`config.mk`:
```
export PLATFORM = sky130hd
export DESIGN_NAME = mixcol_arbiter
export DESIGN_NICKNAME = d
export VERILOG_FILES = /design/src/rtl/mixcol_arbiter.sv
export SDC_FILE = /design/constraint.sdc
export NUM_CORES = 1
export LEC_CHECK = 0
export ABC_CLOCK_PERIOD_IN_PS = 2200
export CAP_MARGIN = 20
export CORE_UTILIZATION = 43
export CTS_CLUSTER_SIZE = 12
export DETAILED_ROUTE_END_ITERATION = 7
export GPL_TIMING_DRIVEN = 1
export PLACE_DENSITY = 0.88
export RECOVER_POWER = 25
export SLEW_MARGIN = 10
export SYNTH_ARGS = -nofsm -noshare
export SYNTH_HDL_FRONTEND = slang
export SYNTH_SLANG_ARGS = --single-unit
```
`constraint.sdc`:
```
create_clock -name clk -period 2.2 [get_ports clk]
set_input_delay 0.22 -clock clk [delete_from_list [all_inputs] [get_ports clk]]
set_output_delay 0.22 -clock clk [all_outputs]
set_load 0.01 [all_outputs]
```
`src/rtl/mixcol_arbiter.sv`:
```
// mixcol_arbiter
// Two requesters share one column-serial AES MixColumns engine. A round-robin
// arbiter in IDLE picks a requester and captures its 128-bit state. The engine
// then transforms one 32-bit column per cycle for four cycles. The result is
// held in DONE until the consumer takes it, tagged with the owning requester.
//
// Build option: define MIXCOL_INV_EN to add req0_inv/req1_inv ports. A request
// captured with inv=1 uses the inverse MixColumns matrix. Without the macro,
// the forward matrix is always used.

module mixcol_arbiter #(
    parameter int NUM_COLS = 4
) (
    input  logic         clk,
    input  logic         rst_n,
    input  logic         req0_valid,
    output logic         req0_ready,
    input  logic [127:0] req0_state,
    input  logic         req1_valid,
    output logic         req1_ready,
    input  logic [127:0] req1_state,
`ifdef MIXCOL_INV_EN
    input  logic         req0_inv,
    input  logic         req1_inv,
`endif
    output logic         out_valid,
    input  logic         out_ready,
    output logic [127:0] out_state,
    output logic         out_id,
    output logic         busy
);

    // FSM encoding
    localparam logic [1:0] S_IDLE = 2'd0;
    localparam logic [1:0] S_BUSY = 2'd1;
    localparam logic [1:0] S_DONE = 2'd2;

    // Index of the final column; its edge moves the FSM from BUSY to DONE
    localparam logic [1:0] LAST_COL = 2'(NUM_COLS - 1);

    // ------------------------------------------------------------------
    // GF(2^8) helpers, reduction polynomial 0x11b
    // ------------------------------------------------------------------
    function automatic logic [7:0] xtime(input logic [7:0] x);
        return {x[6:0], 1'b0} ^ (x[7] ? 8'h1b : 8'h00);
    endfunction

    // Forward circulant {02,03,01,01}; byte 0 sits at the MSB of the column
    function automatic logic [31:0] mixForward(input logic [31:0] col);
        logic [7:0] b0, b1, b2, b3;
        logic [7:0] r0, r1, r2, r3;
        b0 = col[31:24];
        b1 = col[23:16];
        b2 = col[15:8];
        b3 = col[7:0];
        r0 = xtime(b0) ^ (xtime(b1) ^ b1) ^ b2 ^ b3;
        r1 = b0 ^ xtime(b1) ^ (xtime(b2) ^ b2) ^ b3;
        r2 = b0 ^ b1 ^ xtime(b2) ^ (xtime(b3) ^ b3);
        r3 = (xtime(b0) ^ b0) ^ b1 ^ b2 ^ xtime(b3);
        return {r0, r1, r2, r3};
    endfunction

`ifdef MIXCOL_INV_EN
    // Multiply by 09, 0b, 0d and 0e, built from repeated doubling
    function automatic logic [7:0] mul09(input logic [7:0] x);
        return xtime(xtime(xtime(x))) ^ x;
    endfunction

    function automatic logic [7:0] mul0b(input logic [7:0] x);
        return xtime(xtime(xtime(x))) ^ xtime(x) ^ x;
    endfunction

    function automatic logic [7:0] mul0d(input logic [7:0] x);
        return xtime(xtime(xtime(x))) ^ xtime(xtime(x)) ^ x;
    endfunction

    function automatic logic [7:0] mul0e(input logic [7:0] x);
        return xtime(xtime(xtime(x))) ^ xtime(xtime(x)) ^ xtime(x);
    endfunction

    // Inverse circulant {0e,0b,0d,09}
    function automatic logic [31:0] mixInverse(input logic [31:0] col);
        logic [7:0] b0, b1, b2, b3;
        logic [7:0] r0, r1, r2, r3;
        b0 = col[31:24];
        b1 = col[23:16];
        b2 = col[15:8];
        b3 = col[7:0];
        r0 = mul0e(b0) ^ mul0b(b1) ^ mul0d(b2) ^ mul09(b3);
        r1 = mul09(b0) ^ mul0e(b1) ^ mul0b(b2) ^ mul0d(b3);
        r2 = mul0d(b0) ^ mul09(b1) ^ mul0e(b2) ^ mul0b(b3);
        r3 = mul0b(b0) ^ mul0d(b1) ^ mul09(b2) ^ mul0e(b3);
        return {r0, r1, r2, r3};
    endfunction
`endif

    // ------------------------------------------------------------------
    // State
    // ------------------------------------------------------------------
    logic [1:0]   r_state;
    logic [1:0]   r_colCnt;
    logic [127:0] r_work;
    logic [127:0] r_outState;
    logic         r_outId;
    logic         r_outValid;
    logic         r_lastGrant;
`ifdef MIXCOL_INV_EN
    logic         r_inv;
`endif

    logic         w_idle;
    logic         w_grant;
    logic         w_accept;
    logic [31:0]  w_col;
    logic [31:0]  w_mixed;

    assign w_idle = (r_state == S_IDLE);

    // Round-robin pick: a lone requester wins; on a tie, the one not served last wins
    always_comb begin
        w_grant = 1'b0;
        if (req0_valid && req1_valid) begin
            w_grant = ~r_lastGrant;
        end else if (req1_valid) begin
            w_grant = 1'b1;
        end
    end

    // Readies only in IDLE, so a DONE handshake can never overlap a new accept
    assign req0_ready = w_idle && !w_grant && req0_valid;
    assign req1_ready = w_idle &&  w_grant && req1_valid;
    assign w_accept   = req0_ready || req1_ready;

    // Select the column of the work register that the engine handles this cycle
    always_comb begin
        w_col = r_work[127:96];
        case (r_colCnt)
            2'd0:    w_col = r_work[127:96];
            2'd1:    w_col = r_work[95:64];
            2'd2:    w_col = r_work[63:32];
            2'd3:    w_col = r_work[31:0];
            default: w_col = r_work[127:96];
        endcase
    end

    // Column mixer, with direction chosen by the captured inv bit when enabled
    always_comb begin
`ifdef MIXCOL_INV_EN
        w_mixed = r_inv ? mixInverse(w_col) : mixForward(w_col);
`else
        w_mixed = mixForward(w_col);
`endif
    end

    // Control FSM: IDLE -> BUSY (four column cycles) -> DONE -> IDLE on handshake
    always_ff @(posedge clk or negedge rst_n) begin
        if (!rst_n) begin
            r_state  <= S_IDLE;
            r_colCnt <= 2'd0;
        end else begin
            case (r_state)
                S_IDLE: begin
                    if (w_accept) begin
                        r_state  <= S_BUSY;
                        r_colCnt <= 2'd0;
                    end
                end
                S_BUSY: begin
                    r_colCnt <= r_colCnt + 2'd1;
                    if (r_colCnt == LAST_COL) begin
                        r_state <= S_DONE;
                    end
                end
                S_DONE: begin
                    if (out_ready) begin
                        r_state <= S_IDLE;
                    end
                end
                default: begin
                    r_state  <= S_IDLE;
                    r_colCnt <= 2'd0;
                end
            endcase
        end
    end

    // Capture the granted requester's state (and direction) on the accept edge
    always_ff @(posedge clk or negedge rst_n) begin
        if (!rst_n) begin
            r_work <= '0;
`ifdef MIXCOL_INV_EN
            r_inv  <= 1'b0;
`endif
        end else if (w_accept) begin
            r_work <= req1_ready ? req1_state : req0_state;
`ifdef MIXCOL_INV_EN
            r_inv  <= req1_ready ? req1_inv : req0_inv;
`endif
        end
    end

    // Result columns, owner tag, fairness memory and the output valid flag
    always_ff @(posedge clk or negedge rst_n) begin
        if (!rst_n) begin
            r_outState  <= '0;
            r_outId     <= 1'b0;
            r_outValid  <= 1'b0;
            r_lastGrant <= 1'b1;
        end else begin
            if (w_accept) begin
                r_outId     <= req1_ready;
                r_lastGrant <= req1_ready;
            end
            if (r_state == S_BUSY) begin
                case (r_colCnt)
                    2'd0:    r_outState[127:96] <= w_mixed;
                    2'd1:    r_outState[95:64]  <= w_mixed;
                    2'd2:    r_outState[63:32]  <= w_mixed;
                    2'd3:    r_outState[31:0]   <= w_mixed;
                    default: r_outState[127:96] <= w_mixed;
                endcase
                if (r_colCnt == LAST_COL) begin
                    r_outValid <= 1'b1;
                end
            end
            if ((r_state == S_DONE) && r_outValid && out_ready) begin
                r_outValid <= 1'b0;
            end
        end
    end

    assign out_valid = r_outValid;
    assign out_state = r_outState;
    assign out_id    = r_outId;
    assign busy      = (r_state != S_IDLE);

endmodule

```
# [Word level (Yosys, flattened, before mapping)]
# Cells that the tools add are included.
[word_totals] inputBits=261 wordCells=79 register_bits=263
[classes] bitwise_logic=22 muxes=17 addsub=1 n_reduce_logical=21 n_eq_ne=8
[ops] operator="2-to-1 mux 128 bit" n=1
[ops] operator="one-hot mux 32 bit (4 select lines)" n=1
[ops] operator="XOR 8 bit" n=16
[ops] operator="XOR 8 x 5 -> 8 bit" n=4
[ops] operator="2-to-1 mux 5 bit" n=4
[ops] operator="one-hot mux 2 bit (3 select lines)" n=2
[ops] operator="AND reduction 2 bit" n=6
[ops] operator="2-to-1 mux 2 bit" n=4
[ops] operator="logical AND 1 bit" n=7
[ops] operator="equality test 2 bit, second input constant" n=3
[ops] operator="nonzero test 2 bit" n=3
[ops] operator="2-to-1 mux 1 bit" n=5
[ops] operator="equality test 2 x 1 -> 1 bit, second input constant" n=2
[ops] operator="logical NOT 2 bit" n=2
[ops] operator="!= test 2 bit, second input constant" n=2
[ops] operator="AND reduction 3 bit" n=1
[ops] operator="adder 2 x 1 -> 2 bit, second input constant" n=1
[ops] operator="!= test 2 x 1 -> 1 bit, second input constant" n=1
[ops] operator="inverter 1 bit" n=2
[ops] operator="logical NOT 1 bit" n=1
[ops] operator="logical OR 1 bit" n=1

# [Logic depth before layout (Yosys ltp)]
[logic_depth] depth_word=8 ltp_mapped=9 mapped_depth_nobuf=7

# [Worst setup path after synthesis]
# No wires, ideal clock.
[synth_timing] path_type="register to register" start="reg r_colCnt[0]" end="reg r_outState[126], in the netlist out_state[126]" slack_ns=-0.103 setup_time_ns=0.077 period_less_slack_ns=2.303 path_stages_with_launch=10 required_time_ns=2.123 arrival_time_ns=2.226 path_cell_list="dfrtp_1 inv_1 ha_1 buf_6 buf_6 a222oi_1 xor2_1 o21ai_1 xor3_1 o21ai_1"
[synth_between] elab_chain_len=7 word_cells_on_any_way=12
[synth_lines] element="start: declaration" line="101" source="logic [1:0] r_colCnt;"
[synth_lines] element="start signal: assignment" line="169" source="r_colCnt <= r_colCnt + 2'd1;"
[synth_lines] element="equality test 2 bit (tied with other cells)" line="137" source="case (r_colCnt)"
[synth_lines] element="one-hot mux 32 bit (4 select lines)" line="137"
[synth_lines] element="XOR 8 x 5 -> 8 bit" line="45" source="return {x[6:0], 1'b0} ^ (x[7] ? 8'h1b : 8'h00);"
[synth_lines] element="XOR 8 bit (4 in a row)" line="56" source="r0 = xtime(b0) ^ (xtime(b1) ^ b1) ^ b2 ^ b3;"
[synth_lines] element="end signal: assignment" line="216" source="2'd0: r_outState[127:96] <= w_mixed;"
[synth_lines] element="end signal: assignment" line="220" source="default: r_outState[127:96] <= w_mixed;"
[synth_lines] element="end: declaration" line="103" source="logic [127:0] r_outState;"
# Several ways; a longest one is shown, not always the timed one.
# A chain may end at the register's enable or synchronous reset.

# [Worst setup path in the final report]
[layout_timing] start="reg r_colCnt[0]" end="reg r_outState[59], in the netlist out_state[59]"
[layout_between] elab_chain_len=8 word_cells_on_any_way=14
[layout_lines] element="equality test 2 bit (tied with other cells)" line="137"
[layout_lines] element="one-hot mux 32 bit (4 select lines)" line="137"
[layout_lines] element="2-to-1 mux 5 bit" line="45"
[layout_lines] element="XOR 8 x 5 -> 8 bit" line="45"
[layout_lines] element="XOR 8 bit (4 in a row)" line="56"
[layout_lines] element="end signal: assignment" line="218" source="2'd2: r_outState[63:32] <= w_mixed;"
# Several ways; a longest one is shown, not always the timed one.

==> metrics <==
hold path startpoint req1_state[39]; worst hold-check path type primary input to flip-flop; crit share post-route 113%; final std cell area, no fill ~20000 sq um; Seq cells post-synth 263; critical path launch point type flip-flop; slowest CP cell dfrtp_2; fillers 1921; I/O pin count approximately 400; slack of the critical path -0.279 ns; GP Congestion about 0.93; R2R Setup Slk -0.28 ns; Final Critical Period 2.48 ns; Critical Path Max Stage Delay 0.46 ns; initial antenna violation count 0; largest net degree at the start of global routing between 100 and 150; failing checks max-capacitance violations, max-slew violations, negative setup slack; Via Count between 10000 and 15000; dpl cell area ~18000 sq um; die area about 30000 sq um; Die W about 170 um; number of enable flip-flop cells after synthesis 0; Critical Path RT ~2.7 ns; CP cell instances ha_2, buf_12, buf_12, a21oi_2, a21oi_2, buf_4, buf_4, buf_4, xnor3_1, xnor3_2, o21ai_0; post-DR vias/cell between 5 and 6; H-tree depth 1; first-pass GRT wire length roughly 72000 um; fmax between 0.4 and 0.5 GHz; worst skew pair latency between 0.5 and 0.6 ns; root buf cell clkbuf_16; post-route ant nets 0; n_diodes 0; Slew Viols, Final 54; pre-CTS worst setup slack -0.436 ns; GRT Total Usage between 30% and 40%; Die Height around 170 um; initial drt markers 1189; Sink Count between 200 and 300; Setup Skew between 0.02 and 0.025 ns; max_slew headroom -1.83%; grt total ovfl 0; hpwl dp 33500 um; ys flop type dfrtp_1; maxcap violations 1; DR WL/cell approximately 22 um; Arr. time, crit path approximately 2.9 ns; nets roughly 2000; WHS Path Cells 3; core area 28800 sq um; Post-Synthesis Cells between 1000 and 1500; status finished, violations left; CTS buffer count 28; CP Class flip-flop to flip-flop; Tightest Pin Transition 1.53 ns; Setup crit end kind flip-flop; FF-to-FF Start r_colCnt[0]; Final Hold Viols 0; Worst R2R Path Depth 11; Synthesized Nets roughly 1600; final setup vio count between 100 and 150; final wirelength approximately 48000 um; CTS tree yes; clk buf depth 3; sequential share of the synthesized area 52.1%; Std-Cell Rows between 60 and 70; Synth cell types 35; Hold Path Sink r_work[39]; number of synthesis warnings 0; Layout area overhead 57.6%; crit path max fanout 12; unrepaired setup endpoints after global routing true; Port Buffers just under 400; synthesized area per cell about 9.7 sq um; vias in the first global route roughly 13000; most used cell along the critical path buf_4; Pre-antenna DRT Iters 8; initial core utilization between 40% and 50%; CTS clk-pin slew, worst paths roughly 0.060 ns; share of cells above drive strength 1 about a fifth; Async S/R FF share, synth between 90% and 100%; Mapped Area around 13000 sq um; DRC Markers 0; Worst R2R End out_state[59]
-- flip-flops by register name (all words and copies together) (netlist names) --
name         flops
r_lastGrant      1
r_work         128
r_colCnt         2
out_valid        1
r_state          2
out_id           1
out_state      128
-- per-layer routing --
| metal | part of all wire (%) | up-vias | wire, um | track usage, % |
|---|---|---|---|---|
| li1 | - | 5478 | - | - |
| met1 | 38 | 6116 | 18200 | 38.9 |
| met2 | 49 | 735 | 23500 | 53.1 |
| met3 | 8.7 | 173 | 4180 | 5.75 |
| met4 | 4.9 | 0 | 2370 | 13.8 |
| met5 | 0 | - | 0 | 0 |
-- layout make-up --
class / count / area (sq um) / share of cell area (%)
well taps: 384 / 480 / 2.41
repair buffers: 549 / 5590 / 28.1
inverters: 11 / 51.3 / 0.258
flip-flops and latches: 263 / 6590 / 33.1
multi-input cells: 927 / 6340 / 31.9
clock buffers: 39 / 793 / 3.99
clock inverters: 5 / 58.8 / 0.296
-- kinds of logic after synthesis --
| kind of cell | after synthesis | synth area share, % |
|---|---|---|
| buf+inv | 112 | 3.81 |
| simple gates | 474 | 14.7 |
| xor+xnor | 71 | 10.2 |
| compound gates | 375 | 18.5 |
| mux | 2 | 0.159 |
| flops | 263 | 52.1 |
| fa+ha+maj | 5 | 0.495 |
-- how the worst max path moves through the flow --
stage / startpoint / endpoint / slack, ns
final: r_colCnt[0] / out_state[59] / -0.28
after CTS: r_colCnt[0] / out_state[51] / -0.27
after global routing: r_colCnt[0] / out_state[111] / -0.36
after global placement: r_colCnt[1] / out_state[7] / -0.43
after floorplan: r_colCnt[0] / out_state[49] / -0.04
after detailed placement: r_colCnt[1] / out_state[103] / -0.44
-- worst max-delay path, delay by kind of cell (launching register included) --
kind | cells | cell delay (ns)
AO/OA/AOI/OAI | 3 | 0.39
XOR/XNOR | 2 | 0.61
adder cells (fa/ha/maj) | 1 | 0.24
buffers and inverters | 5 | 0.71
flip-flops | 1 | 0.46
-- layout by cell type, fill, tap and decap left out, types with 6 or more instances in the layout --
cell type          n
o21ai_1           80
a22oi_1            8
o22ai_1           20
o32ai_1           51
o21ai_2           41
dfrtp_1          259
o21ai_0           30
nand2_1          273
a21oi_2           25
a22oi_2           22
clkdlybuf4s50_1  390
clkbuf_16         31
a21oi_4           10
xnor2_1            7
xor2_2             6
buf_4            100
clkbuf_1           7
a21oi_1           24
nor2b_1           16
xnor3_1           18
xnor3_2           21
xnor2_2            7
buf_12            27
inv_1              8
buf_6             21
nor2b_4            9
a31oi_1           57
nor2_1           163
-- synthesized netlist by cell type (6+ instances only) --
| master | number | area (sq um) |
|---|---|---|
| nand2_1 | 278 | 1040 |
| dfrtp_1 | 262 | 6560 |
| nor2_1 | 164 | 616 |
| o21ai_0 | 121 | 606 |
| clkbuf_1 | 78 | 293 |
| a31oi_1 | 57 | 357 |
| o32ai_1 | 51 | 447 |
| a21oi_1 | 40 | 200 |
| xnor3_1 | 39 | 878 |
| o21ai_1 | 31 | 155 |
| a22oi_1 | 30 | 225 |
| nor2b_1 | 29 | 181 |
| o22ai_1 | 20 | 125 |
| a21oi_2 | 18 | 158 |
| xnor2_1 | 16 | 140 |
| inv_1 | 11 | 41.3 |
| buf_2 | 10 | 50.1 |
| xor2_1 | 6 | 52.6 |
-- metrics by stage --
step | TNS [ns] | hold slack (ns) | std cells | util, %
6_report | -22.75 | 0.243 | 2178 | 69.1
5_1_grt | -34.72 | 0.247 | 2178 | 69.1
4_1_cts | -18.33 | 0.200 | 2156 | 67.6
3_5_place_dp | -34.03 | 0.185 | 2087 | 61.8
3_3_place_gp | -24.96 | 0.179 | 2087 | 61.8
2_1_floorplan | -0.366 | -0.0756 | 1302 | -
-- what timing repair did --
| action | 4_1_cts | 5_1_grt |
|---|---|---|
| hold endpoints to repair | 49 | 0 |
| resized for setup | 191 | 86 |
| pin swaps | 62 | 37 |
| endpoints found under the setup margin | 131 | 130 |
| hold buffers | 1 | 0 |
| buffers inserted | 21 | 24 |
| gates cloned | 3 | 2 |
Power is left out: the tool's default activity adds up to more than one toggle a clock period on the data nets, which glitch-free logic cannot reach.
==> RTL edit (same flow settings) <==
Add a define of `MIXCOL_INV_EN`.
--- a/src/rtl/mixcol_arbiter.sv
+++ b/src/rtl/mixcol_arbiter.sv
@@ -7,6 +7,8 @@
 // Build option: define MIXCOL_INV_EN to add req0_inv/req1_inv ports. A request
 // captured with inv=1 uses the inverse MixColumns matrix. Without the macro,
 // the forward matrix is always used.
+
+`define MIXCOL_INV_EN
 
 module mixcol_arbiter #(
     parameter int NUM_COLS = 4
Interface: changed (added req0_inv and req1_inv); port bits go from 394 to 396. The function was not compared with the original's and may differ.
==> RTL edit against the original RTL <==
The run ends with design-rule violations, negative setup slack left. Cell area grew 21%. Via count grew 15%. Setup slack got worse by 1.0 ns. Wire length rose by 18%. Synthesized area is 13% higher. Largest cell class is now multi-input combinational cells. Sequential cell count up 1. Critical endpoint is now out_state[3]. Global-route usage grew 1.2 points. Non-clock buffer count rose by 181. Synthesized cell count rose by 16%.
Power is not shown: default switching activity piles up to over one toggle a cycle in this logic, so the estimate is an artifact.
==> RTL edit: results (changes against the original RTL) <==
- Resized Gates After CTS: 203 (+6.3%)
- Compound-gate portion of the synthesized area: 0.1634 (-0.02210)
- Failing checks: design-rule violations, negative setup slack
- Max layer used: met4
- GP Congestion: 0.9510 (+2.7%)
- Post-CTS setup buffer count: 46 (+120%)
- Top FF cell, synth: dfrtp_1
- Routed length on met1: 20620 µm (+13%)
- Post-route DRC violation count: 1 (+1)
- Largest net degree at the start of global routing: 146 (+0.69%)
- DRT iter0 DRCs: 1450 (+22%)
- Setup TNS: -141.55 ns (-118.80 ns)
- DR WL met3: 4421 µm (+5.8%)
- Half-perimeter wire length after placement: 41380 µm (+24%)
- Global-route wire length before repair: 82900 µm (+15%)
- PortBufs: 395 (+0.51%)
- Total of max-cap violations: 0 (-1)
- Post-layout worst setup margin: -1.319 ns (-1.040 ns)
- Adder-cell share of the synthesized area: 0.004373 (-0.0005810)
- Synth Area in XOR/XNOR: 0.1677 (+0.06610)
- Crit path DAT: 3.94 ns (+1.00 ns)
- Largest cells by area after synthesis: dfrtp_1, xnor2_1, nand2_1
- Total wire length: 56960 µm (+18%)
- Overall routing resource usage: 0.3243 (+0.01211)
- Initial antenna violation count: 2 (+2)
- Cell variety after synth: 56 (+60%)
- Nets@finish: 2440 (+19%)
- Met3 usage: 0.05572 (-0.001736)
- Number of global-route vias before repair: 14390 (+15%)
- Mux contribution to synthesized area: 0.02912 (+0.02754)
- Dpl ws: -1.214 ns (-0.7777 ns)
- DR vias/cell: 5.482 (-4.5%)
- Worst stage delay on the critical path: 0.44 ns (-0.02 ns)
- Share of cells above drive strength 1: 0.2876 (+0.08025)
- Crit path max-delay family: buffers and inverters
- Status: finished with violations
- Met2 usage: 0.5742 (+0.04340)
- Clock skew: 0.01828 ns (-0.004999 ns)
- Setup-failing EPs final: 128 (unchanged)
- Crit-path slowest cell: dfrtp_2
- Final hold slack: 0.2219 ns (-0.02123 ns)
- Placed cell count: 2519 (+21%)
- Syn Area/Cell: 9.437 µm² (-2.7%)
- Area after DPL: 20990 µm² (+18%)
- Crit path max fanout: 5 (-7)
- Sequential fraction of the synthesis area: 0.4619 (-0.05938)
- Worst min-delay path category: input pin to flip-flop
- Syn_nets: 1784 (+14%)
- Inserted Clock Buffers: 29 (+3.6%)
- Top cells by count, synth: nand2_1, dfrtp_1, nor2_1, o21ai_0, xnor2_1
- Routed length per instance: 21.65 µm (-2.3%)
- DR pass1 iterations: 8 (unchanged)
- Max_slew headroom: 0.05825 (+0.07651)
- Met2 routed WL: 28900 µm (+23%)
- Skew-Pair Late Insertion Delay: 0.55 ns (about the same)
- Clock buffer depth: 3 (unchanged)
- Met1 GRT Util: 0.3882 (-0.0005213)
==> RTL edit: changes by cell type in the layout (fill, tap and decap cells not counted), moves of 25 or more <==
cell / before / now
a222oi_1: 2 / 30
buf_6: 21 / 46
inv_1: 8 / 36
xnor2_2: 7 / 52
xor2_1: 1 / 26
buf_4: 100 / 258
xnor2_1: 7 / 65
==> RTL edit: path summary, 6_finish.rpt <==
check / cells after the start / end / from
min in group asynchronous: 2 / out_state[89] / rst_n
setup / recovery: 16 / out_state[3] / r_colCnt[0]
hold reg to reg: 2 / out_state[71] / out_state[71]
max in group asynchronous: 3 / out_state[22] / rst_n
hold / removal: 3 / r_work[8] / req1_state[8]
setup reg to reg: 16 / out_state[3] / r_colCnt[0]
==> RTL edit: area by class of cell <==
type                            instances  area (µm²)
Inverter                               39       151.4
Antenna cell                            2       5.005
Sequential cell                       264        6610
Fill cell                            2144        8611
Tap cell                              442       553.0
Clock buffer                           37       795.8
Multi-Input combinational cell       1108        8818
Timing Repair Buffer                  730        6995
Clock inverter                          9       78.83
